**config.mk**
```make
export PLATFORM = sky130hd
export DESIGN_NAME = rom_burst_reader_flat
export DESIGN_NICKNAME = d
export VERILOG_FILES = /design/src/rtl/rom_burst_reader_if.sv /design/src/rtl/rom_burst_reader.sv /design/src/flat_wrapper.sv
export SDC_FILE = /design/constraint.sdc
export NUM_CORES = 1
export LEC_CHECK = 0
export BUFFER_PORTS_ARGS = -buffer_cell sky130_fd_sc_hd__buf_4
export CAP_MARGIN = 20
export CORE_MARGIN = 4
export CORE_UTILIZATION = 56
export DETAILED_ROUTE_END_ITERATION = 12
export GPL_TIMING_DRIVEN = 0
export HOLD_SLACK_MARGIN = 0.03
export PLACE_DENSITY = 0.8
export SYNTH_ARGS = -nofsm -noshare
export SYNTH_HDL_FRONTEND = slang
export SYNTH_SLANG_ARGS = --single-unit
```
**constraint.sdc**
```tcl
create_clock -name clk_in -period 2.35 [get_ports clk_in]
set_clock_uncertainty 0.05 [all_clocks]
set_input_delay 0.235 -clock clk_in [delete_from_list [all_inputs] [get_ports clk_in]]
set_output_delay 0.235 -clock clk_in [all_outputs]
set_load 0.005 [all_outputs]
```
**src/rtl/rom_burst_reader_if.sv**
```systemverilog
// Request / beat-stream / external ROM bus of rom_burst_reader.
// data_ready_in is present only when ROM_STALL_EN is defined.
interface rom_burst_reader_if #(
  parameter int unsigned ADDR_W    = 16,
  parameter int unsigned BUS_W     = 8,
  parameter int unsigned MAX_BURST = 16
);
  localparam int unsigned NPHASE  = (ADDR_W + BUS_W - 1) / BUS_W;
  localparam int unsigned LATCH_N = (NPHASE > 1) ? NPHASE - 1 : 1;
  localparam int unsigned LEN_W   = (MAX_BURST > 1) ? $clog2(MAX_BURST) : 1;

  logic               req_valid_in;
  logic               req_ready_out;
  logic [ADDR_W-1:0]  req_addr_in;
  logic [LEN_W-1:0]   req_len_in;
  logic [BUS_W-1:0]   data_in;
  logic [BUS_W-1:0]   addr_out;
  logic [LATCH_N-1:0] latch_out;
  logic               data_valid_out;
  logic [BUS_W-1:0]   data_out;
  logic               last_out;
  logic               busy_out;
`ifdef ROM_STALL_EN
  logic               data_ready_in;
`endif

  modport slave (
    input  req_valid_in, req_addr_in, req_len_in, data_in,
`ifdef ROM_STALL_EN
    input  data_ready_in,
`endif
    output req_ready_out, addr_out, latch_out, data_valid_out, data_out, last_out, busy_out
  );

  modport master (
    output req_valid_in, req_addr_in, req_len_in, data_in,
`ifdef ROM_STALL_EN
    output data_ready_in,
`endif
    input  req_ready_out, addr_out, latch_out, data_valid_out, data_out, last_out, busy_out
  );
endinterface

```
**src/rtl/rom_burst_reader.sv**
```systemverilog
// Burst reader for a parallel ROM with address chunks latched off a shared bus.
// Optional macro ROM_STALL_EN adds data_ready_in back-pressure on the beat output.
module rom_burst_reader #(
  parameter int unsigned PERIOD_NS = 10,
  parameter int unsigned ADDR_W    = 16,
  parameter int unsigned BUS_W     = 8,
  parameter int unsigned SETUP_NS  = 50,
  parameter int unsigned HOLD_NS   = 5,
  parameter int unsigned ACCESS_NS = 250,
  parameter int unsigned MAX_BURST = 16
) (
  input  logic                clk_in,
  input  logic                rst_n_in,
  rom_burst_reader_if.slave   bus
);
  localparam int unsigned NPHASE     = (ADDR_W + BUS_W - 1) / BUS_W;
  localparam int unsigned LATCH_N    = (NPHASE > 1) ? NPHASE - 1 : 1;
  localparam int unsigned LEN_W      = (MAX_BURST > 1) ? $clog2(MAX_BURST) : 1;
  localparam int unsigned PAD_W      = NPHASE * BUS_W;
  localparam int unsigned KW         = (NPHASE > 1) ? $clog2(NPHASE) : 1;
  localparam int unsigned SETUP_RAW  = (SETUP_NS + PERIOD_NS - 1) / PERIOD_NS;
  localparam int unsigned HOLD_RAW   = (HOLD_NS + PERIOD_NS - 1) / PERIOD_NS;
  localparam int unsigned ACCESS_RAW = (ACCESS_NS + PERIOD_NS - 1) / PERIOD_NS;
  localparam int unsigned SETUP_CYC  = (SETUP_RAW > 0) ? SETUP_RAW : 1;
  localparam int unsigned HOLD_CYC   = (HOLD_RAW > 0) ? HOLD_RAW : 1;
  localparam int unsigned ACCESS_CYC = (ACCESS_RAW > 0) ? ACCESS_RAW : 1;
  localparam int unsigned CNT_MAX0   = (SETUP_CYC > HOLD_CYC) ? SETUP_CYC : HOLD_CYC;
  localparam int unsigned CNT_MAX    = (CNT_MAX0 > ACCESS_CYC) ? CNT_MAX0 : ACCESS_CYC;
  localparam int unsigned CW         = $clog2(CNT_MAX + 1);

  typedef enum logic [2:0] {S_IDLE, S_SETUP, S_STROBE, S_HOLD, S_WAIT} state_t;

  state_t             state_q, state_d;
  logic [CW-1:0]      cnt_q, cnt_d;
  logic [KW-1:0]      k_q, k_d;
  logic [ADDR_W-1:0]  addr_q, addr_d;
  logic [LEN_W-1:0]   rem_q, rem_d;
  logic [BUS_W-1:0]   bus_addr_q, bus_addr_d;
  logic [LATCH_N-1:0] latch_q, latch_d;
  logic               valid_q, valid_d;
  logic [BUS_W-1:0]   data_q, data_d;
  logic               last_q, last_d;
  logic               ready_q, ready_d;
  logic               busy_q, busy_d;
  logic               start_next;
  logic [ADDR_W-1:0]  addr_inc;

  // Chunk k of the address, zero-padded above ADDR_W.
  function automatic logic [BUS_W-1:0] chunk_of(input logic [ADDR_W-1:0] a, input int unsigned k);
    logic [PAD_W-1:0] p;
    p = PAD_W'(a);
    return p[k*BUS_W +: BUS_W];
  endfunction

  assign addr_inc = addr_q + ADDR_W'(1);

  always_comb begin
    state_d    = state_q;
    cnt_d      = cnt_q;
    k_d        = k_q;
    addr_d     = addr_q;
    rem_d      = rem_q;
    bus_addr_d = bus_addr_q;
    latch_d    = '0;
    data_d     = data_q;
    start_next = 1'b0;
`ifdef ROM_STALL_EN
    valid_d    = valid_q;
    last_d     = last_q;
`else
    valid_d    = 1'b0;
    last_d     = 1'b0;
`endif

    unique case (state_q)
      S_IDLE: begin
        if (bus.req_valid_in && ready_q) begin
          addr_d     = bus.req_addr_in;
          rem_d      = bus.req_len_in;
          k_d        = '0;
          bus_addr_d = chunk_of(bus.req_addr_in, 0);
          if (NPHASE == 1) begin
            state_d = S_WAIT;
            cnt_d   = CW'(ACCESS_CYC - 1);
          end else begin
            state_d = S_SETUP;
            cnt_d   = CW'(SETUP_CYC - 1);
          end
        end
      end
      S_SETUP: begin
        if (cnt_q == '0) begin
          state_d = S_STROBE;
          latch_d = LATCH_N'(1) << k_q;
        end else begin
          cnt_d = cnt_q - CW'(1);
        end
      end
      S_STROBE: begin
        state_d = S_HOLD;
        cnt_d   = CW'(HOLD_CYC - 1);
      end
      S_HOLD: begin
        if (cnt_q != '0) begin
          cnt_d = cnt_q - CW'(1);
        end else if (32'(k_q) + 32'd2 < NPHASE) begin
          k_d        = k_q + KW'(1);
          bus_addr_d = chunk_of(addr_q, 32'(k_q) + 32'd1);
          state_d    = S_SETUP;
          cnt_d      = CW'(SETUP_CYC - 1);
        end else begin
          bus_addr_d = chunk_of(addr_q, NPHASE - 1);
          state_d    = S_WAIT;
          cnt_d      = CW'(ACCESS_CYC - 1);
        end
      end
      S_WAIT: begin
        if (cnt_q != '0) begin
          cnt_d = cnt_q - CW'(1);
        end else begin
`ifdef ROM_STALL_EN
          // Capture once, then hold the beat until the consumer accepts it.
          if (!valid_q) begin
            data_d  = bus.data_in;
            valid_d = 1'b1;
            last_d  = (rem_q == '0);
          end else if (bus.data_ready_in) begin
            valid_d    = 1'b0;
            last_d     = 1'b0;
            start_next = 1'b1;
          end
`else
          data_d     = bus.data_in;
          valid_d    = 1'b1;
          last_d     = (rem_q == '0);
          start_next = 1'b1;
`endif
        end
      end
      default: state_d = S_IDLE;
    endcase

    // Following beat restarts the address sequence on the same edge.
    if (start_next) begin
      if (rem_q == '0) begin
        state_d = S_IDLE;
      end else begin
        rem_d      = rem_q - LEN_W'(1);
        addr_d     = addr_inc;
        k_d        = '0;
        bus_addr_d = chunk_of(addr_inc, 0);
        if (NPHASE == 1) begin
          state_d = S_WAIT;
          cnt_d   = CW'(ACCESS_CYC - 1);
        end else begin
          state_d = S_SETUP;
          cnt_d   = CW'(SETUP_CYC - 1);
        end
      end
    end

    ready_d = (state_d == S_IDLE);
    busy_d  = (state_d != S_IDLE);
  end

  always_ff @(posedge clk_in or negedge rst_n_in) begin
    if (!rst_n_in) begin
      state_q    <= S_IDLE;
      cnt_q      <= '0;
      k_q        <= '0;
      addr_q     <= '0;
      rem_q      <= '0;
      bus_addr_q <= '0;
      latch_q    <= '0;
      valid_q    <= 1'b0;
      data_q     <= '0;
      last_q     <= 1'b0;
      ready_q    <= 1'b0;
      busy_q     <= 1'b0;
    end else begin
      state_q    <= state_d;
      cnt_q      <= cnt_d;
      k_q        <= k_d;
      addr_q     <= addr_d;
      rem_q      <= rem_d;
      bus_addr_q <= bus_addr_d;
      latch_q    <= latch_d;
      valid_q    <= valid_d;
      data_q     <= data_d;
      last_q     <= last_d;
      ready_q    <= ready_d;
      busy_q     <= busy_d;
    end
  end

  assign bus.req_ready_out  = ready_q;
  assign bus.busy_out       = busy_q;
  assign bus.addr_out       = bus_addr_q;
  assign bus.latch_out      = latch_q;
  assign bus.data_valid_out = valid_q;
  assign bus.data_out       = data_q;
  assign bus.last_out       = last_q;
endmodule

```
**src/flat_wrapper.sv**
```systemverilog
// flat-port wrapper written by rule: the top's interface ports become plain ports
module rom_burst_reader_flat 
#(
  parameter int unsigned PERIOD_NS = 10,
  parameter int unsigned ADDR_W    = 16,
  parameter int unsigned BUS_W     = 8,
  parameter int unsigned SETUP_NS  = 50,
  parameter int unsigned HOLD_NS   = 5,
  parameter int unsigned ACCESS_NS = 250,
  parameter int unsigned MAX_BURST = 16
)
  (clk_in, rst_n_in, bus_req_valid_in, bus_req_addr_in, bus_req_len_in, bus_data_in, bus_req_ready_out, bus_addr_out, bus_latch_out, bus_data_valid_out, bus_data_out, bus_last_out, bus_busy_out);
  rom_burst_reader_if #(.ADDR_W(ADDR_W), .BUS_W(BUS_W), .MAX_BURST(MAX_BURST)) bus_i ();
  input  logic clk_in;
  input  logic rst_n_in;
  input wire logic [$bits(bus_i.req_valid_in)-1:0] bus_req_valid_in;
  input wire logic [$bits(bus_i.req_addr_in)-1:0] bus_req_addr_in;
  input wire logic [$bits(bus_i.req_len_in)-1:0] bus_req_len_in;
  input wire logic [$bits(bus_i.data_in)-1:0] bus_data_in;
  output wire logic [$bits(bus_i.req_ready_out)-1:0] bus_req_ready_out;
  output wire logic [$bits(bus_i.addr_out)-1:0] bus_addr_out;
  output wire logic [$bits(bus_i.latch_out)-1:0] bus_latch_out;
  output wire logic [$bits(bus_i.data_valid_out)-1:0] bus_data_valid_out;
  output wire logic [$bits(bus_i.data_out)-1:0] bus_data_out;
  output wire logic [$bits(bus_i.last_out)-1:0] bus_last_out;
  output wire logic [$bits(bus_i.busy_out)-1:0] bus_busy_out;
  assign bus_i.req_valid_in = bus_req_valid_in;
  assign bus_i.req_addr_in = bus_req_addr_in;
  assign bus_i.req_len_in = bus_req_len_in;
  assign bus_i.data_in = bus_data_in;
  assign bus_req_ready_out = bus_i.req_ready_out;
  assign bus_addr_out = bus_i.addr_out;
  assign bus_latch_out = bus_i.latch_out;
  assign bus_data_valid_out = bus_i.data_valid_out;
  assign bus_data_out = bus_i.data_out;
  assign bus_last_out = bus_i.last_out;
  assign bus_busy_out = bus_i.busy_out;
  rom_burst_reader #(.PERIOD_NS(PERIOD_NS), .ADDR_W(ADDR_W), .BUS_W(BUS_W), .SETUP_NS(SETUP_NS), .HOLD_NS(HOLD_NS), .ACCESS_NS(ACCESS_NS), .MAX_BURST(MAX_BURST)) u_core (.clk_in(clk_in), .rst_n_in(rst_n_in), .bus(bus_i));
endmodule
```
* Yosys cells after proc, flatten, opt, wreduce, memory -nomap -nowiden
Index checks and enable logic that the tools add are counted.
** Operators by class
- Add/subtract/negate cells :: 6
- $lt $le $gt $ge :: 1
- Eq/ne operators :: 4
- Shift operators :: 2
- Multiplexer cells :: 41
- Bitwise logic cells :: 1
- Reduce and logical (&&, ||, !) cells :: 8
** Operator list (number)
- 2-to-1 mux 16 bit :: 4
- 2-to-1 mux 8 bit :: 5
- 2-to-1 mux 5 bit :: 7
- indexed part select 16 x 33 -> 8 bit :: 1
- less-than comparator 32 x 2 -> 1 bit, second input constant :: 1
- one-hot mux 5 bit (5 select lines) :: 1
- adder 16 x 1 -> 16 bit, second input constant :: 1
- 2-to-1 mux 4 bit :: 4
- one-hot mux 8 bit (2 select lines) :: 1
- 2-to-1 mux 3 bit :: 5
- one-hot mux 3 bit (5 select lines) :: 1
- 2-to-1 mux 1 bit :: 12
- equality test 3 x 2 -> 1 bit, second input constant :: 2
- logical NOT 3 bit :: 2
- logical NOT 5 bit :: 1
- nonzero test 5 bit :: 1
- subtractor 5 x 1 -> 5 bit, second input constant :: 1
- logical NOT 4 bit :: 1
- subtractor 4 x 1 -> 4 bit, second input constant :: 1
- adder 1 x 2 -> 3 bit, second input constant :: 1
- equality test 3 x 1 -> 1 bit, second input constant :: 1
- equality test 3 bit, second input constant :: 1
- nonzero test 3 bit :: 1
- adder 1 x 1 -> 2 bit, second input constant :: 1
- other kinds (6) :: 6
** Storage, ports and cells
- Register bits after elaboration :: 50
- Input port bits :: 31
- Output and inout bits :: 21
- Word-level logic and storage cells :: 75

* Logic depth before layout (Yosys ltp)
- Depth in word-level cells :: 7
- Depth in mapped cells :: 10
- Depth with buffers taken out :: 9

* Least setup slack after synthesis
OpenSTA, ideal clock, no wires.
- Path kind :: register to register
- From :: register u_core.rem_q[0]
- To :: register u_core.busy_q (netlist: u_core.bus.busy_out)
- Library setup time :: 0.131 ns
- Arrival :: 1.822 ns
- Data required time :: 2.169 ns
- Slack :: 0.347 ns
- Cell stages (with the launch flop) :: 8
- Buffers on the path :: 2
- Period minus slack after synthesis :: 2.003 ns
- Path through :: dfrtp_1 -> inv_1 -> ha_1 -> or3b_4 -> and3_1 -> buf_6 -> buf_6 -> or3_1
** Between the ends
- Longest elaborated chain between the ends :: 4
** Ends and longest elaborated chain
- from (decl) :: RTL line rom_burst_reader.sv:37 : logic [LEN_W-1:0] rem_q, rem_d;
- from (signal assigned) :: RTL line rom_burst_reader.sv:185 : rem_q <= rem_d;
- logical NOT 4 bit :: RTL line rom_burst_reader.sv:145 : if (rem_q == '0) begin
- 2-to-1 mux 1 bit :: RTL line rom_burst_reader.sv:145
- 2-to-1 mux 3 bit :: RTL line rom_burst_reader.sv:144 : if (start_next) begin
- nonzero test 3 bit :: RTL line rom_burst_reader.sv:163 : busy_d = (state_d != S_IDLE);
- via u_core.busy_d :: RTL line rom_burst_reader.sv:44 : logic busy_q, busy_d;
- to (signal assigned) :: RTL line rom_burst_reader.sv:192 : busy_q <= busy_d;
- to (decl) :: RTL line rom_burst_reader.sv:44
The timed path passes the listed nets, and every way through them passes these cells.
A chain may end at the register's enable or synchronous reset.

* Worst setup path in the final report
- From :: register u_core.rem_q[0]
- To :: register u_core.bus_addr_q[5] (netlist: u_core.bus.addr_out[5])
** Between the ends
- Longest elaborated chain between the ends :: 3
** Ends and longest elaborated chain
- logical NOT 4 bit :: RTL line rom_burst_reader.sv:145
- 2-to-1 mux 8 bit :: RTL line rom_burst_reader.sv:145
- 2-to-1 mux 8 bit :: RTL line rom_burst_reader.sv:144
- via u_core.bus_addr_d[5] :: RTL line rom_burst_reader.sv:38 : logic [BUS_W-1:0] bus_addr_q, bus_addr_d;
- to (signal assigned) :: RTL line rom_burst_reader.sv:186 : bus_addr_q <= bus_addr_d;
- to (decl) :: RTL line rom_burst_reader.sv:38
The timed path passes the listed nets, and every way through them passes these cells.

==> flow_metrics.tcl <==
set metrics [dict create \
    outcome "finished, final reports clean" \
    switching_share_pct 20.4 \
    route.detailed.drc 0 \
    drtAntennaViolNets 0 \
    fmax_mhz 446 \
    syn-cell-area_um2 2930 \
    cell_internal_pwr_w 0.00124 \
    core_um2 5070 \
    dp_hpwl_um 5480 \
    drv_cap 0 \
    slew_headroom_pct 53.3 \
    grt_pass1_vias 2656 \
    finalPower_w 0.00156 \
    fin_hold_ws_ns 0.0628 \
    min_period_over_period_pct 95.4 \
    area_growth_pct 20.4 \
    cp_top_family "simple AND/OR/NAND/NOR gates" \
    setup_slack_ns 0.109 \
    ir_drop_v 0.000269 \
    dieArea_um2 6440 \
    die_w_um 80.3 \
    cts_buffers 5 \
    clock_latency_ns 0.30 \
    slew_viol_final 0 \
    min_period_ns 2.24 \
    num_rows 26 \
    synth_warnings 0 \
    hold_violations 0 \
    combPwrFrac_pct 4.3 \
    antenna_found_initial 0 \
    grt_pass1_wl_um 12600 \
    reg2reg_depth 7 \
    drt_iter0_drc 194 \
    wirelength_um 7730 \
    reg2reg_from "u_core.rem_q[0]" \
    layout-drive-gt1-share_pct 23.8 \
    seqPwrFrac_pct 55.2 \
    antennaDiodeCount 0 \
    end_kind "register" \
    syn_nets 342 \
    start_util_pct 57.6 \
    cp_data_required_time_ns 2.52 \
    ys_dominant_reg_cell "dfrtp_1" \
    gr-total-overflow 0 \
    finalSetupViolCount 0 \
    critical_path.max_fanout 10 \
    cts.sinks 50 \
    htreeDepth 2 \
    synth-seq-cells 50 \
    grt_max_degree 51 \
    netlist_instances 307 \
    r2r-end "u_core.bus.addr_out[5]" \
    cp_data_arrival_time_ns 2.41 \
    final_cell_mix "buf_4, nand2_1, dfrtp_1" \
    routedWlPerCell_um 17.7 \
    tightest_slew_ns 0.698 \
    avgViaCountPerCell 6.08 \
    async_flop_share_pct 100 \
    p_leak_nw 1.55 \
    crit_cells 7 \
    drtPass1Iterations 5 \
    final_nets 401 \
    clockRootBuffer "clkbuf_8" \
    slowest_stage "buf_1" \
    seq_area_frac_synth_pct 42.8 \
    cts_buffer_depth 2 \
    hold-path-endpoint "u_core.bus.data_out[5]" \
    holdPathStages 3 \
    max_stage_delay_ns 0.44 \
    io_pins 52 \
    cts_tree "built" \
    p_clk_share_pct 40.4 \
    reg2reg_slack_ns 0.11 \
    finalSetupTns_ns 0 \
    die_h_um 80.3 \
    dpl_worst_slack_ns 0.175 \
    gp_congestion 0.868 \
    avgSynthCellArea_um2 9.53 \
    cp_num_buf_inv 2 \
    vias 2649 \
    p_sw_w 0.000318 \
    ys_types 58 \
    synth_edf_count 0 \
    min-delay-start "bus_data_in[5]" \
    min_path_type "primary input to register" \
    start_kind "register" \
    rsz0062_at_grt "no" \
    pwr_density_cell_nw_per_um2 442 \
    path_class "register to register" \
    path_clk_slew_ns 0.09 \
    track_usage_pct 25.2 \
    port_buffers 51 \
    crit_chain "inv_1 -> ha_1 -> or3b_4 -> nand3_4 -> buf_1 -> o21ai_0 -> o22ai_1" \
    layout_commonest_cell "buf_4" \
]
[repair_timing]
action	in CTS	in global routing
endpoints found under the hold margin	50	0
hold buffers	1	0
setup buffers	0	1
endpoints found under the setup margin	0	4
resized for setup	0	0
[state kept, by name, indices dropped and copies added (netlist names)]
| signal | flops |
|---|---|
| u_core.k_q | 1 |
| u_core.bus.busy_out | 1 |
| u_core.addr_q | 16 |
| u_core.cnt_q | 5 |
| u_core.bus.req_ready_out | 1 |
| u_core.state_q | 3 |
| u_core.bus.data_out | 8 |
| u_core.bus.addr_out | 8 |
| u_core.bus.data_valid_out | 1 |
| u_core.bus.latch_out | 1 |
| u_core.rem_q | 4 |
| u_core.bus.last_out | 1 |
[how the worst max path moves through the flow]
stage,slack [ns],from,to
floorplan,0.35,u_core.rem_q[0],u_core.bus.busy_out
global placement,0.17,u_core.cnt_q[0],u_core.addr_q[9]
detailed placement,0.17,u_core.rem_q[0],u_core.bus.addr_out[5]
CTS,0.12,u_core.cnt_q[0],u_core.cnt_q[0]
global route,0.008,u_core.cnt_q[0],u_core.cnt_q[0]
finish,0.11,u_core.rem_q[0],u_core.bus.addr_out[5]
[tightest hold or removal path: cells and delay by family]
| family | cells | cell delay (ns) |
|---|---|---|
| buffers and inverters | 1 | 0.07 |
| and+or+nand+nor | 2 | 0.07 |
[power by group through the flow]
stage / clock network (W) / registers (W) / logic, W
3_5_place_dp: 0 / 0.000877 / 0.0000673
4_1_cts: 0.000635 / 0.000860 / 0.0000687
5_1_grt: 0.000685 / 0.000860 / 0.0000743
2_1_floorplan: 0 / 0.000877 / 0.00000660
6_report: 0.000629 / 0.000860 / 0.0000674
3_3_place_gp: 0 / 0.000877 / 0.0000666
[metal layers]
layer | GRT usage (%) | routed length [um] | part of all wire (%)
met1 | 32.8 | 3340 | 43
met2 | 42.5 | 3750 | 48
met3 | 4.93 | 532 | 6.9
met4 | 7.26 | 111 | 1.4
met5 | 0 | 0 | 0
[stage by stage]
step           util, %  area [um2]  cells
2_1_floorplan        -        2930    307
3_3_place_gp      66.9        3400    428
3_5_place_dp      66.9        3400    428
4_1_cts           69.3        3520    436
5_1_grt           69.4        3520    436
6_report          69.4        3520    436
[cell type report]
class                   instances  area (um2)
inverters                      13        48.8
clock buffers                   6        82.6
well taps                      70        87.6
plain buffers                  20         119
multi-input cells             223        1500
clock inverters                 1        30.0
repair buffers                 53         400
fillers                       427        1550
flip-flops and latches         50        1250
[cells in the mapped netlist, drive strengths merged (3+ instances only)]
master / instances / share of area [%]
a21oi: 17 / 2.9
a221o: 3 / 1.0
a221oi: 5 / 1.7
a22o: 5 / 1.5
a22oi: 5 / 1.3
a31oi: 4 / 0.86
and2: 3 / 0.64
and3: 4 / 0.86
buf: 12 / 3.0
clkbuf: 9 / 1.2
dfrtp: 50 / 43
ha: 4 / 1.7
inv: 12 / 1.5
mux2: 6 / 2.8
mux2i: 10 / 3.4
nand2: 50 / 6.4
nand3: 16 / 3.2
nand4: 6 / 1.3
nor2: 12 / 1.6
nor3: 8 / 1.4
nor4: 4 / 0.86
o21ai: 9 / 1.5
o221a: 8 / 3.1
o22ai: 3 / 0.64
o31ai: 4 / 1.2
o32ai: 4 / 1.2
or3b: 4 / 1.3
xnor2: 4 / 1.2
xor2: 3 / 0.90
[kinds of logic after synthesis]
| kind of cell | count (synthesis) | synth area share, % |
|---|---|---|
| xor+xnor | 7 | 2.10 |
| compound gates | 74 | 18.9 |
| mux | 16 | 6.24 |
| fa+ha+maj | 4 | 1.71 |
| buf+inv | 34 | 5.86 |
| flops | 50 | 42.8 |
| simple gates | 122 | 22.4 |
Power figures use the tool's default switching activity.
